<file path="config.mk">
export PLATFORM = sky130hd
export DESIGN_NAME = mem_cmd_issuer
export DESIGN_NICKNAME = d
export VERILOG_FILES = /design/src/rtl/mem_cmd_issuer.sv
export SDC_FILE = /design/constraint.sdc
export NUM_CORES = 1
export LEC_CHECK = 0
export CELL_PAD_IN_SITES_DETAIL_PLACEMENT = 1
export CELL_PAD_IN_SITES_GLOBAL_PLACEMENT = 1
export CORE_AREA = 2 2 247 249
export DETAILED_ROUTE_END_ITERATION = 8
export DIE_AREA = 0 0 249 251
export GPL_ROUTABILITY_DRIVEN = 0
export PLACE_DENSITY = 0.63
export SETUP_SLACK_MARGIN = 0.5
export SKIP_CTS_REPAIR_TIMING = 1
export SLEW_MARGIN = 20
export SYNTH_ARGS = -nofsm -noshare
export SYNTH_HDL_FRONTEND = slang
export SYNTH_SLANG_ARGS = --single-unit
</file>
<file path="constraint.sdc">
create_clock -name clk_i -period 21.8 [get_ports clk_i]
set_clock_uncertainty 0.05 [all_clocks]
set_input_delay 4.36 -clock clk_i [delete_from_list [all_inputs] [get_ports clk_i]]
set_output_delay 4.36 -clock clk_i [all_outputs]
set_load 0.05 [all_outputs]
</file>
<file path="src/rtl/mem_cmd_issuer.sv">
// Avalon-MM command issuer: one registered read/write slot, outstanding-read
// credit tracking, stall timeout with sticky error, and read-data return.
module mem_cmd_issuer #(
    parameter int ADDR_W    = 32,
    parameter int DATA_W    = 128,
    parameter int BE_W      = DATA_W / 8,
    parameter int MAX_OUTST = 8,
    parameter int TIMEOUT   = 1023
) (
    input  logic              clk_i,
    input  logic              rst_i,

    input  logic              trans_en_i,
    input  logic              trans_type_i,
    input  logic [ADDR_W-1:0] trans_addr_i,
    input  logic [DATA_W-1:0] trans_data_i,
    input  logic [BE_W-1:0]   trans_be_i,

    output logic              cmd_accepted_o,
    output logic [DATA_W-1:0] rd_data_o,
    output logic              rd_data_valid_o,
    input  logic              clear_i,
    output logic              busy_o,
    output logic [6:0]        outst_cnt_o,
    output logic              timeout_o,
    output logic              unexp_rd_o,

    output logic [ADDR_W-1:0] amm_address_o,
    output logic              amm_read_o,
    output logic              amm_write_o,
    output logic [DATA_W-1:0] amm_writedata_o,
    output logic [BE_W-1:0]   amm_byteenable_o,
    input  logic              amm_waitrequest_i,
    input  logic [DATA_W-1:0] amm_readdata_i,
    input  logic              amm_readdatavalid_i
);

    localparam int TW = $clog2(TIMEOUT + 1);

    typedef enum logic [1:0] {
        IDLE,
        ISSUE,
        ERROR
    } state_t;

    state_t            state_q, state_d;
    logic [6:0]        outst_q, outst_d;
    logic [TW-1:0]     tcnt_q, tcnt_d;
    logic [ADDR_W-1:0] addr_q, addr_d;
    logic [DATA_W-1:0] wdata_q, wdata_d;
    logic [BE_W-1:0]   be_q, be_d;
    logic              rd_q, rd_d;
    logic              wr_q, wr_d;
    logic              tout_q, tout_d;
    logic              unexp_q, unexp_d;
    logic [DATA_W-1:0] rdata_q;
    logic              rvalid_q;

    logic       acc;
    logic       rd_acc;
    logic       dec;
    logic       slot;
    logic       credit;
    logic       stall;
    logic       to_hit;
    logic [6:0] outst_nxt;

    // Credit looks at the count as it will stand after this edge
    always_comb begin
        acc       = (rd_q | wr_q) & ~amm_waitrequest_i;
        rd_acc    = rd_q & ~amm_waitrequest_i;
        dec       = amm_readdatavalid_i & (outst_q != 7'd0);
        outst_nxt = outst_q + {6'd0, rd_acc} - {6'd0, dec};
        credit    = ~trans_type_i | (outst_nxt < 7'(MAX_OUTST));
        slot      = (state_q == IDLE) | ((state_q == ISSUE) & acc);
        stall     = ((state_q == ISSUE) & amm_waitrequest_i)
                  | ((outst_q != 7'd0) & ~amm_readdatavalid_i);
        to_hit    = (tcnt_q == TW'(TIMEOUT));
        cmd_accepted_o = trans_en_i & slot & credit
                       & (state_q != ERROR) & ~clear_i & ~rst_i;
    end

    always_comb begin
        state_d = state_q;
        outst_d = outst_q;
        tcnt_d  = tcnt_q;
        addr_d  = addr_q;
        wdata_d = wdata_q;
        be_d    = be_q;
        rd_d    = rd_q;
        wr_d    = wr_q;
        tout_d  = tout_q;
        unexp_d = unexp_q;

        if (clear_i) begin
            state_d = IDLE;
            outst_d = 7'd0;
            tcnt_d  = '0;
            rd_d    = 1'b0;
            wr_d    = 1'b0;
            tout_d  = 1'b0;
            unexp_d = 1'b0;
        end else begin
            outst_d = outst_nxt;
            if (amm_readdatavalid_i && outst_q == 7'd0)
                unexp_d = 1'b1;

            if (!stall)
                tcnt_d = '0;
            else if (!to_hit)
                tcnt_d = tcnt_q + 1'b1;

            // Abort wins over any issue or completion this cycle
            if (to_hit) begin
                state_d = ERROR;
                tout_d  = 1'b1;
                rd_d    = 1'b0;
                wr_d    = 1'b0;
            end else if (cmd_accepted_o) begin
                state_d = ISSUE;
                addr_d  = trans_addr_i;
                wdata_d = trans_data_i;
                be_d    = trans_be_i;
                rd_d    = trans_type_i;
                wr_d    = ~trans_type_i;
            end else if (state_q == ISSUE && acc) begin
                state_d = IDLE;
                rd_d    = 1'b0;
                wr_d    = 1'b0;
            end
        end
    end

    always_ff @(posedge clk_i or posedge rst_i) begin
        if (rst_i) begin
            state_q  <= IDLE;
            outst_q  <= 7'd0;
            tcnt_q   <= '0;
            addr_q   <= '0;
            wdata_q  <= '0;
            be_q     <= '0;
            rd_q     <= 1'b0;
            wr_q     <= 1'b0;
            tout_q   <= 1'b0;
            unexp_q  <= 1'b0;
            rdata_q  <= '0;
            rvalid_q <= 1'b0;
        end else begin
            state_q  <= state_d;
            outst_q  <= outst_d;
            tcnt_q   <= tcnt_d;
            addr_q   <= addr_d;
            wdata_q  <= wdata_d;
            be_q     <= be_d;
            rd_q     <= rd_d;
            wr_q     <= wr_d;
            tout_q   <= tout_d;
            unexp_q  <= unexp_d;
            rdata_q  <= amm_readdata_i;
            rvalid_q <= amm_readdatavalid_i;
        end
    end

    assign amm_address_o    = addr_q;
    assign amm_writedata_o  = wdata_q;
    assign amm_byteenable_o = be_q;
    assign amm_read_o       = rd_q;
    assign amm_write_o      = wr_q;
    assign rd_data_o        = rdata_q;
    assign rd_data_valid_o  = rvalid_q;
    assign outst_cnt_o      = outst_q;
    assign timeout_o        = tout_q;
    assign unexp_rd_o       = unexp_q;
    assign busy_o           = (state_q == ISSUE) | (outst_q != 7'd0);

endmodule

</file>
==> impl_metrics.py, run 1 <==
metrics = {
    "setup_path": {
        "cp_slowest_stage_delay_ns": 0.85,
        "critPathRequiredTime_ns": 17.39,
        "crit_fanout": 4,
        "critical_path_class": "input port to output pin",
        "path_cells": "clkdlybuf4s50_1 > nor2b_1 > ha_1 > inv_1 > ha_1 > fa_1 > and3b_1 > nor3_2 > mux2i_1 > a31oi_4 > nor2b_1 > clkdlybuf4s50_1",
        "arrival_ns": 8.00,
        "cp_slowest_cell": "clkdlybuf4s50_1",
        "reg2reg_slack_ns": 16.26,
        "worst_setup_path_end_kind": "output pin",
        "start_kind": "input port",
    },
    "floorplan": {
        "pin_count": 629,
        "rows": 90,
        "die_y_microns": 251,
        "die_area_sq_um": 62500,
        "die_w_microns": 249,
        "start_util": 0.216,
        "core-area_sq_um": 59800,
    },
    "yosys": {
        "synth_cells": 1069,
        "synth_area_sq_um": 12900,
        "postSynth.asyncResetShare": 1.00,
        "ys_top_cells_by_count": "328 x dfrtp_1, 190 x inv_1, 184 x nand2_1, 107 x o32ai_1, 70 x o32ai_2",
        "yosys.area.top_type": "dfrtp_1",
        "synth_edf_count": 0,
        "avgSynthCellArea_sq_um": 12.1,
        "synth_top_area_share": 0.636,
        "yosysSeqAreaShare": 0.636,
        "yosysMostFrequentCell": "dfrtp_1",
        "ys.flop_type": "dfrtp_1",
        "synth.distinct_cells": 44,
        "synth_nets": 1391,
        "ys_warn_count": 0,
        "synth-seq-cells": 328,
        "synth_area_leaders": "dfrtp_1 64%, o32ai_2 8.8%, o32ai_1 7.3%, inv_1 5.5%, nand2_1 5.4%",
    },
    "clocking": {
        "cts_tree": "built",
        "root_buffer": "clkbuf_16",
        "cts_buffers": 40,
        "clkTransAtPathRegs_ns": 0.06,
        "clock_latency_ns": 0.56,
        "htreeDepth": 2,
        "clock-sinks": 328,
        "cts.path.max_buffers": 3,
    },
    "routing": {
        "vias": 10751,
        "drt-total-wl_mm": 52.3,
        "drt_iter0_drc": 452,
        "post-route-drc-count": 0,
        "routed_via_density": 4.33,
        "drtPass1Iterations": 4,
        "avgRoutedWirePerCell_microns": 21.1,
        "drtAntennaViolNets": 0,
    },
    "sta": {
        "whs_ns": 0.462,
        "slew_headroom": 0.284,
        "fin_crit_sh": 0.569,
        "finalMaxSlewViolations": 0,
        "setup_tns_ns": 0,
        "worst_pin_slew_ns": 1.07,
        "timing.fmax_mhz": 80.6,
        "hold_viol": 0,
        "finalCriticalPeriod_ns": 12.41,
        "grt_setup_unrepaired": "no",
        "setup_viol": 0,
    },
    "global_route": {
        "top_usage_layer": "met2",
        "grt_pass1_wl_mm": 78.0,
        "grtUsageTotal": 0.164,
        "use_met2": 0.279,
        "grtUsageMet1": 0.189,
        "global_route.usage.met3": 0.0641,
        "antenna_found_initial": 10,
        "grt_pass1_vias": 11872,
        "grt_remaining_overflow": 0,
        "grt_max_degree": 142,
    },
    "pwr": {
        "p_per_area_nw_per_um2": 143,
        "peakVddDrop_mv": 0.0746,
        "p_leak_nw": 9.35,
    },
    "flow_run": {
        "maxCapViolCount": 0,
    },
    "place": {
        "port_buffers": 628,
        "placed_area_sq_um": 19900,
        "hpwl_mm": 37.7,
    },
    "cells_and_area": {
        "drive_gt1_frac": 0.0924,
        "design_area_sq_um": 21300,
        "area_growth_syn_to_layout_pct": 65.5,
        "nNetsFinal": 1992,
    },
    "worst_hold_path": {
        "hold_class": "flop to flop",
    },
    "status": {
        "status": "finished, final reports clean",
    },
}
cell families after synthesis:
kind of cell / share of synthesized area
flip-flops: 0.636
AND/OR/NAND/NOR: 0.0766
buffers and inverters: 0.0873
XOR/XNOR: 0.00611
adder cells (fa/ha/maj): 0.0113
AO/OA/AOI/OAI: 0.179
multiplexers: 0.00330
power by group:
part | leakage (nW) | internal (mW) | switching, mW
sequential | 4.02 | 0.777 | 0.101
combinational | 4.62 | 0.469 | 0.969
clock | 0.707 | 0.454 | 0.280
total | 9.35 | 1.70 | 1.35
area by class of cell:
class | count | area (sq um)
antenna | 4 | 10.0
clock buffer | 56 | 1150
clock inverter | 15 | 280
fill | 6512 | 38500
inverter | 190 | 721
multi-input combinational | 471 | 3600
sequential | 328 | 8210
tap | 782 | 978
timing repair buffer | 639 | 6400
cells in the final DEF (no fill, tap or decap), types with 10 or more instances in the layout:
master	count
a21oi_1	13
o32ai_1	107
dfrtp_1	328
nand2_1	184
clkdlybuf4s50_1	628
ha_1	10
nor2_1	20
inv_1	189
o32ai_2	70
clkbuf_16	41
layer usage:
metal | vias to the layer above | routed length [microns]
met2 | 414 | 25900
met3 | 86 | 5190
met1 | 5423 | 19600
met4 | 6 | 1570
met5 | - | 40
li1 | 4822 | -
critical path: cells and delay by family:
family / cells / cell delay, ns
mux: 1 / 0.46
fa+ha+maj: 3 / 0.88
compound gates: 1 / 0.14
simple gates: 4 / 0.80
buf+inv: 3 / 1.35
stage by stage:
stage / utilization / setup WS [ns] / power (mW) / std cells
2_1_floorplan: - / 8.31 / 1.79 / 1069
3_3_place_gp: 0.332 / 9.46 / 2.31 / 2409
3_5_place_dp: 0.332 / 9.41 / 2.34 / 2409
4_1_cts: 0.356 / 9.39 / 3.09 / 2480
5_1_grt: 0.357 / 9.21 / 3.19 / 2483
6_report: 0.357 / 9.39 / 3.05 / 2485
sequential cells by signal, summed over array words and instances (netlist names):
| register | flops |
|---|---|
| amm_writedata_o | 128 |
| rd_data_o | 128 |
| amm_address_o | 32 |
| amm_byteenable_o | 16 |
| tcnt_q | 10 |
| outst_cnt_o | 7 |
| state_q | 2 |
| amm_read_o | 1 |
| amm_write_o | 1 |
| rd_data_valid_o | 1 |
| timeout_o | 1 |
| unexp_rd_o | 1 |
final timing paths:
| kind | end | cells past startpoint | from |
|---|---|---|---|
| worst min-delay path | unexp_rd_o$_DFFE_PP0P_ | 2 | unexp_rd_o$_DFFE_PP0P_ |
| worst max-delay path | cmd_accepted_o | 12 | amm_readdatavalid_i |
| worst min register to register | unexp_rd_o$_DFFE_PP0P_ | 2 | unexp_rd_o$_DFFE_PP0P_ |
| worst max register to register | amm_writedata_o[27]$_DFFE_PP0P_ | 16 | outst_cnt_o[5]$_DFF_PP0_ |
| min in group asynchronous | amm_writedata_o[105]$_DFFE_PP0P_ | 2 | rst_i |
| max in group asynchronous | rd_data_o[14]$_DFF_PP0_ | 3 | rst_i |
(Power assumes the default switching activity.)
==> inputs of run 2 (changes only) <==
Settings changed: CORE_AREA 2 2 247 249 to 2 2 245 247, DIE_AREA 0 0 249 251 to 0 0 247 249, PLACE_DENSITY 0.63 to 0.66.
Clock period 21.8 ns to 10.3 ns, I/O delays scaled along.
==> run 2 against run 1 <==
  * Cell count down 0.36%
  * Sequential share of layout area up 0.25 points
  * Worst setup slack worse by 6.9 ns
  * Clock power up 88%
  * Critical path depth unchanged
  * Power up 110%
  * Wire length down 6.3%
  * Sequential power up 110%
  * Critical path type unchanged
  * Highest routed layer unchanged
==> impl_metrics.py, run 2 (synthesized netlist as in run 1, its figures left out) <==
metrics = {
    "setup_path": {
        "arrival_ns": 5.66,
        "start_kind": "input port",
        "cp_top_family": "buffers and inverters",
        "path_cells": "clkdlybuf4s50_1 > nor2b_1 > ha_1 > inv_1 > ha_1 > fa_1 > and3b_1 > nor3_2 > mux2i_1 > a31oi_4 > nor2b_1 > clkdlybuf4s50_1",
        "worst_setup_path_end_kind": "output pin",
        "r2r-start": "outst_cnt_o[5]$_DFF_PP0_",
        "cp_slowest_stage_delay_ns": 0.84,
        "critical_path_class": "input port to output pin",
        "critPathRequiredTime_ns": 8.19,
        "cp_slowest_cell": "clkdlybuf4s50_1",
        "reg2reg_slack_ns": 4.80,
        "critPathLaunch": "amm_readdatavalid_i",
        "path_buf_inv": 3,
        "crit_fanout": 4,
    },
    "routing": {
        "drt_iter0_drc": 331,
        "drt-total-wl_mm": 49.0,
        "wl_met1_mm": 18.2,
        "post-route-drc-count": 0,
        "vias": 10628,
        "routed.top_layer": "met5",
        "routed_via_density": 4.29,
        "met2_length_mm": 24.6,
        "drtAntennaViolNets": 0,
        "avgRoutedWirePerCell_microns": 19.8,
        "drtPass1Iterations": 4,
        "route.met3.wl_mm": 4.29,
    },
    "global_route": {
        "grtUsageTotal": 0.156,
        "grt_max_degree": 176,
        "grt_remaining_overflow": 0,
        "grt_pass1_vias": 11759,
        "antenna_found_initial": 8,
        "grt_pass1_wl_mm": 73.9,
    },
    "cells_and_area": {
        "layout_commonest_cell": "clkdlybuf4s50_1",
        "nFillCells": 6425,
        "area_growth_syn_to_layout_pct": 64.4,
        "mostFrequentLayoutCells": "628 x clkdlybuf4s50_1, 328 x dfrtp_1, 189 x inv_1, 184 x nand2_1, 107 x o32ai_1",
        "nNetsFinal": 1993,
        "drive_gt1_frac": 0.0913,
        "finalNonFillerCells": 2476,
        "multiInputGateArea_sq_um": 3600,
        "seq_area_sq_um": 8210,
    },
    "clocking": {
        "cts_buffers": 40,
        "htreeDepth": 2,
        "clock_latency_ns": 0.57,
        "clkTransAtPathRegs_ns": 0.05,
        "root_buffer": "clkbuf_16",
        "cts_tree": "built",
        "cts.path.max_buffers": 3,
        "clock-sinks": 328,
    },
    "sta": {
        "hold_viol": 0,
        "fin_crit_sh": 0.755,
        "setup_viol": 0,
        "setup_tns_ns": 0,
        "finalMaxSlewViolations": 0,
        "finalCriticalPeriod_ns": 7.77,
        "slew_headroom": 0.267,
        "worst_pin_slew_ns": 1.10,
        "timing.fmax_mhz": 129,
        "grt_setup_unrepaired": "no",
    },
    "place": {
        "port_buffers": 628,
        "hpwl_mm": 34.6,
        "place_inst": 2401,
    },
    "pwr": {
        "p_leak_nw": 9.27,
        "peakVddDrop_mv": 0.174,
        "p_per_area_nw_per_um2": 296,
    },
    "floorplan": {
        "die_w_microns": 247,
        "start_util": 0.220,
        "die_y_microns": 249,
        "rows": 89,
        "core-area_sq_um": 58700,
        "die_area_sq_um": 61500,
        "pin_count": 629,
    },
    "worst_hold_path": {
        "hold_class": "flop to flop",
        "worstHoldStart": "timeout_o$_DFFE_PP0P_",
    },
    "status": {
        "status": "finished, final reports clean",
    },
    "flow_run": {
        "maxCapViolCount": 0,
    },
}
-- run 2: cell types whose count changed in the layout (fill, tap and decap cells not counted), sizes merged --
cell and delta:
bufinv -6, clkinvlp +3, clkbuf +2, inv -2, buf +1, clkinv +1
diode +1
-- run 2: power breakdown --
group	leakage, nW	total [mW]	switching, mW	internal (mW)
clock network	0.624	1.38	0.574	0.808
logic	4.62	3.04	2.04	0.994
registers	4.02	1.85	0.203	1.64
total	9.27	6.27	2.82	3.45
-- run 2: per-layer routing --
metal	vias to the layer above	GRT usage
li1	4811	-
met1	5299	0.173
met2	418	0.270
met3	92	0.0558
met4	8	0.0613
met5	-	0
-- run 2: area by class of cell --
| cell class | instances | share of cell area |
|---|---|---|
| antenna | 5 | 0.000590 |
| sequential | 328 | 0.387 |
| inverter | 190 | 0.0338 |
| clock inverter | 11 | 0.00578 |
| timing repair buffer | 640 | 0.303 |
| multi-input combinational | 471 | 0.170 |
| tap | 773 | 0.0456 |
| clock buffer | 58 | 0.0546 |
-- run 2: worst register-to-register path: cells and delay by family, from the launching register on --
kind / cells / cell delay [ns]
AOI/OAI and AO/OA: 2 / 0.42
adders and majority gates: 4 / 1.02
buffers and inverters: 5 / 2.41
and+or+nand+nor: 4 / 0.81
muxes: 1 / 0.20
DFF: 1 / 0.41
-- run 2: worst paths after layout --
kind,to,depth (start not counted)
max,cmd_accepted_o,12
min,timeout_o$_DFFE_PP0P_,2
max reg2reg,amm_writedata_o[8]$_DFFE_PP0P_,16
min reg2reg,timeout_o$_DFFE_PP0P_,2
max in group asynchronous,amm_writedata_o[38]$_DFFE_PP0P_,5
min in group asynchronous,outst_cnt_o[3]$_DFF_PP0_,2
-- run 2: metrics by stage --
| stage | power [mW] | hold WS [ns] | setup slack, ns | instance area (sq um) | util |
|---|---|---|---|---|---|
| global placement | 4.87 | 0.450 | 2.60 | 19900 | 0.339 |
| floorplan | 3.78 | 0.471 | 3.33 | 12900 | - |
| detailed placement | 4.93 | 0.438 | 2.54 | 19900 | 0.339 |
| global route | 6.57 | 0.463 | 2.31 | 21200 | 0.361 |
| CTS | 6.36 | 0.452 | 2.50 | 21200 | 0.361 |
| finish | 6.27 | 0.445 | 2.53 | 21200 | 0.361 |
==> inputs of run 3 (changes only) <==
Clock period 10.3 ns to 7.1 ns, I/O delays scaled along.
==> run 3 against run 2 <==
  * Largest power group unchanged
  * Die area stayed put
  * Sequential power is 45% higher
  * Global-route usage is 0.15 points lower
  * First-iteration DRC count is 39% higher
==> impl_metrics.py, run 3 (synthesized netlist as in run 1, its figures left out) <==
metrics = {
    "setup_path": {
        "critPathRequiredTime_ns": 5.63,
        "cp_slowest_cell": "clkdlybuf4s50_1",
        "cp_slowest_stage_delay_ns": 0.47,
        "path_cells": "clkdlybuf4s50_1 > nor2b_1 > ha_1 > inv_1 > ha_1 > fa_1 > and3b_1 > nor3_2 > mux2i_1 > a31oi_4 > nor2b_1 > buf_4",
        "crit_fanout": 4,
        "worst_setup_path_end_kind": "output pin",
        "arrival_ns": 4.42,
        "start_kind": "input port",
        "cp_top_family": "adder cells",
        "critical_path_class": "input port to output pin",
        "path_buf_inv": 3,
    },
    "clocking": {
        "cts_tree": "built",
        "clock_latency_ns": 0.55,
        "root_buffer": "clkbuf_16",
        "clkTransAtPathRegs_ns": 0.06,
        "cts_buffers": 40,
        "htreeDepth": 2,
        "clock-sinks": 328,
        "cts.path.max_buffers": 3,
    },
    "floorplan": {
        "pin_count": 629,
        "core-area_sq_um": 58700,
        "die_y_microns": 249,
        "die_w_microns": 247,
        "die_area_sq_um": 61500,
        "start_util": 0.220,
        "rows": 89,
    },
    "cells_and_area": {
        "drive_gt1_frac": 0.0928,
        "area_growth_syn_to_layout_pct": 64.8,
        "layout_commonest_cell": "clkdlybuf4s50_1",
        "nNetsFinal": 1994,
        "mostFrequentLayoutCells": "627 x clkdlybuf4s50_1, 328 x dfrtp_1, 189 x inv_1, 184 x nand2_1, 107 x o32ai_1",
    },
    "pwr": {
        "p_total_mw": 9.14,
        "p_clk_frac": 0.225,
        "p_leak_nw": 9.31,
        "peakVddDrop_mv": 0.279,
        "switching_share": 0.445,
        "seqPwrFrac": 0.294,
        "intPower_mw": 5.07,
        "combPwrFrac": 0.481,
        "p_per_area_nw_per_um2": 430,
        "p_sw_mw": 4.06,
    },
    "sta": {
        "setup_tns_ns": 0,
        "slew_headroom": 0.339,
        "setup_viol": 0,
        "finalMaxSlewViolations": 0,
        "timing.fmax_mhz": 170,
        "fin_crit_sh": 0.830,
        "hold_viol": 0,
        "grt_setup_unrepaired": "no",
        "worst_pin_slew_ns": 0.991,
        "finalCriticalPeriod_ns": 5.89,
    },
    "worst_hold_path": {
        "hold_class": "flop to flop",
    },
    "global_route": {
        "grt_pass1_vias": 11855,
        "grt_max_degree": 134,
        "grt_remaining_overflow": 0,
        "grtUsageTotal": 0.155,
        "antenna_found_initial": 7,
        "grt_pass1_wl_mm": 73.2,
    },
    "routing": {
        "routed_via_density": 4.27,
        "vias": 10593,
        "drt_iter0_drc": 460,
        "post-route-drc-count": 0,
        "drt-total-wl_mm": 48.9,
        "drtPass1Iterations": 4,
        "drtAntennaViolNets": 0,
        "avgRoutedWirePerCell_microns": 19.7,
    },
    "flow_run": {
        "maxCapViolCount": 0,
    },
    "place": {
        "hpwl_mm": 35.0,
        "port_buffers": 628,
    },
    "status": {
        "status": "finished, final reports clean",
    },
}
==> run 3: worst register-to-register path, cell delays in order, from the launching register on <==
cell and delay, ns:
dfrtp_1 0.42, inv_1 0.10, ha_1 0.14, and4b_1 0.30, nor2b_1 0.08, ha_1 0.28
inv_1 0.04, ha_1 0.20, fa_1 0.41, and3b_1 0.23, nor3_2 0.21, mux2i_1 0.20
a31oi_4 0.18, buf_4 0.60, buf_4 0.97, o32ai_1 0.25
==> run 3: metal layers <==
metal	global-route usage	wire, microns	up-vias
met2	0.267	24400	409
li1	-	-	4815
met3	0.0585	4630	96
met5	0	57	-
met4	0.0589	1670	10
met1	0.171	18100	5263
==> run 3: final cells by class <==
| cell class | instances | area, sq um |
|---|---|---|
| fillers | 6419 | 37400 |
| clock buffers | 62 | 1210 |
| multi-input cells | 471 | 3600 |
| diodes | 2 | 5.00 |
| clock inverters | 11 | 116 |
| inverters | 190 | 717 |
| flip-flops and latches | 328 | 8210 |
| repair buffers | 641 | 6440 |
| well taps | 773 | 967 |
==> run 3: worst paths after layout <==
kind                       depth (start not counted)                          endpoint  slack [ns]                      from
hold / removal                                     2            unexp_rd_o$_DFFE_PP0P_        0.46    unexp_rd_o$_DFFE_PP0P_
max in group asynchronous                          3          rd_data_o[110]$_DFF_PP0_        4.36                     rst_i
setup / recovery                                  12                    cmd_accepted_o        1.21       amm_readdatavalid_i
hold reg to reg                                    2            unexp_rd_o$_DFFE_PP0P_        0.46    unexp_rd_o$_DFFE_PP0P_
min in group asynchronous                          2  amm_writedata_o[100]$_DFFE_PP0P_        1.29                     rst_i
setup reg to reg                                  15  amm_writedata_o[121]$_DFFE_PP0P_        2.30  outst_cnt_o[5]$_DFF_PP0_
==> run 3: power groups by stage <==
stage	clock (mW)	combinational, mW	sequential (mW)
2_1_floorplan	0	1.01	4.48
3_3_place_gp	0	4.37	2.69
3_5_place_dp	0	4.43	2.71
4_1_cts	2.14	4.44	2.69
5_1_grt	2.20	4.62	2.75
6_report	2.06	4.39	2.68
==> run 3: stage by stage <==
stage / area (sq um) / std cells / setup WS [ns] / hold WS [ns] / util
after floorplan: 12900 / 1069 / 1.25 / 0.471 / -
after CTS: 21300 / 2476 / 1.17 / 0.467 / 0.362
after detailed placement: 19900 / 2403 / 1.19 / 0.449 / 0.340
after global placement: 19900 / 2403 / 1.30 / 0.439 / 0.340
after global routing: 21300 / 2477 / 1.03 / 0.500 / 0.362
final: 21300 / 2478 / 1.21 / 0.463 / 0.362
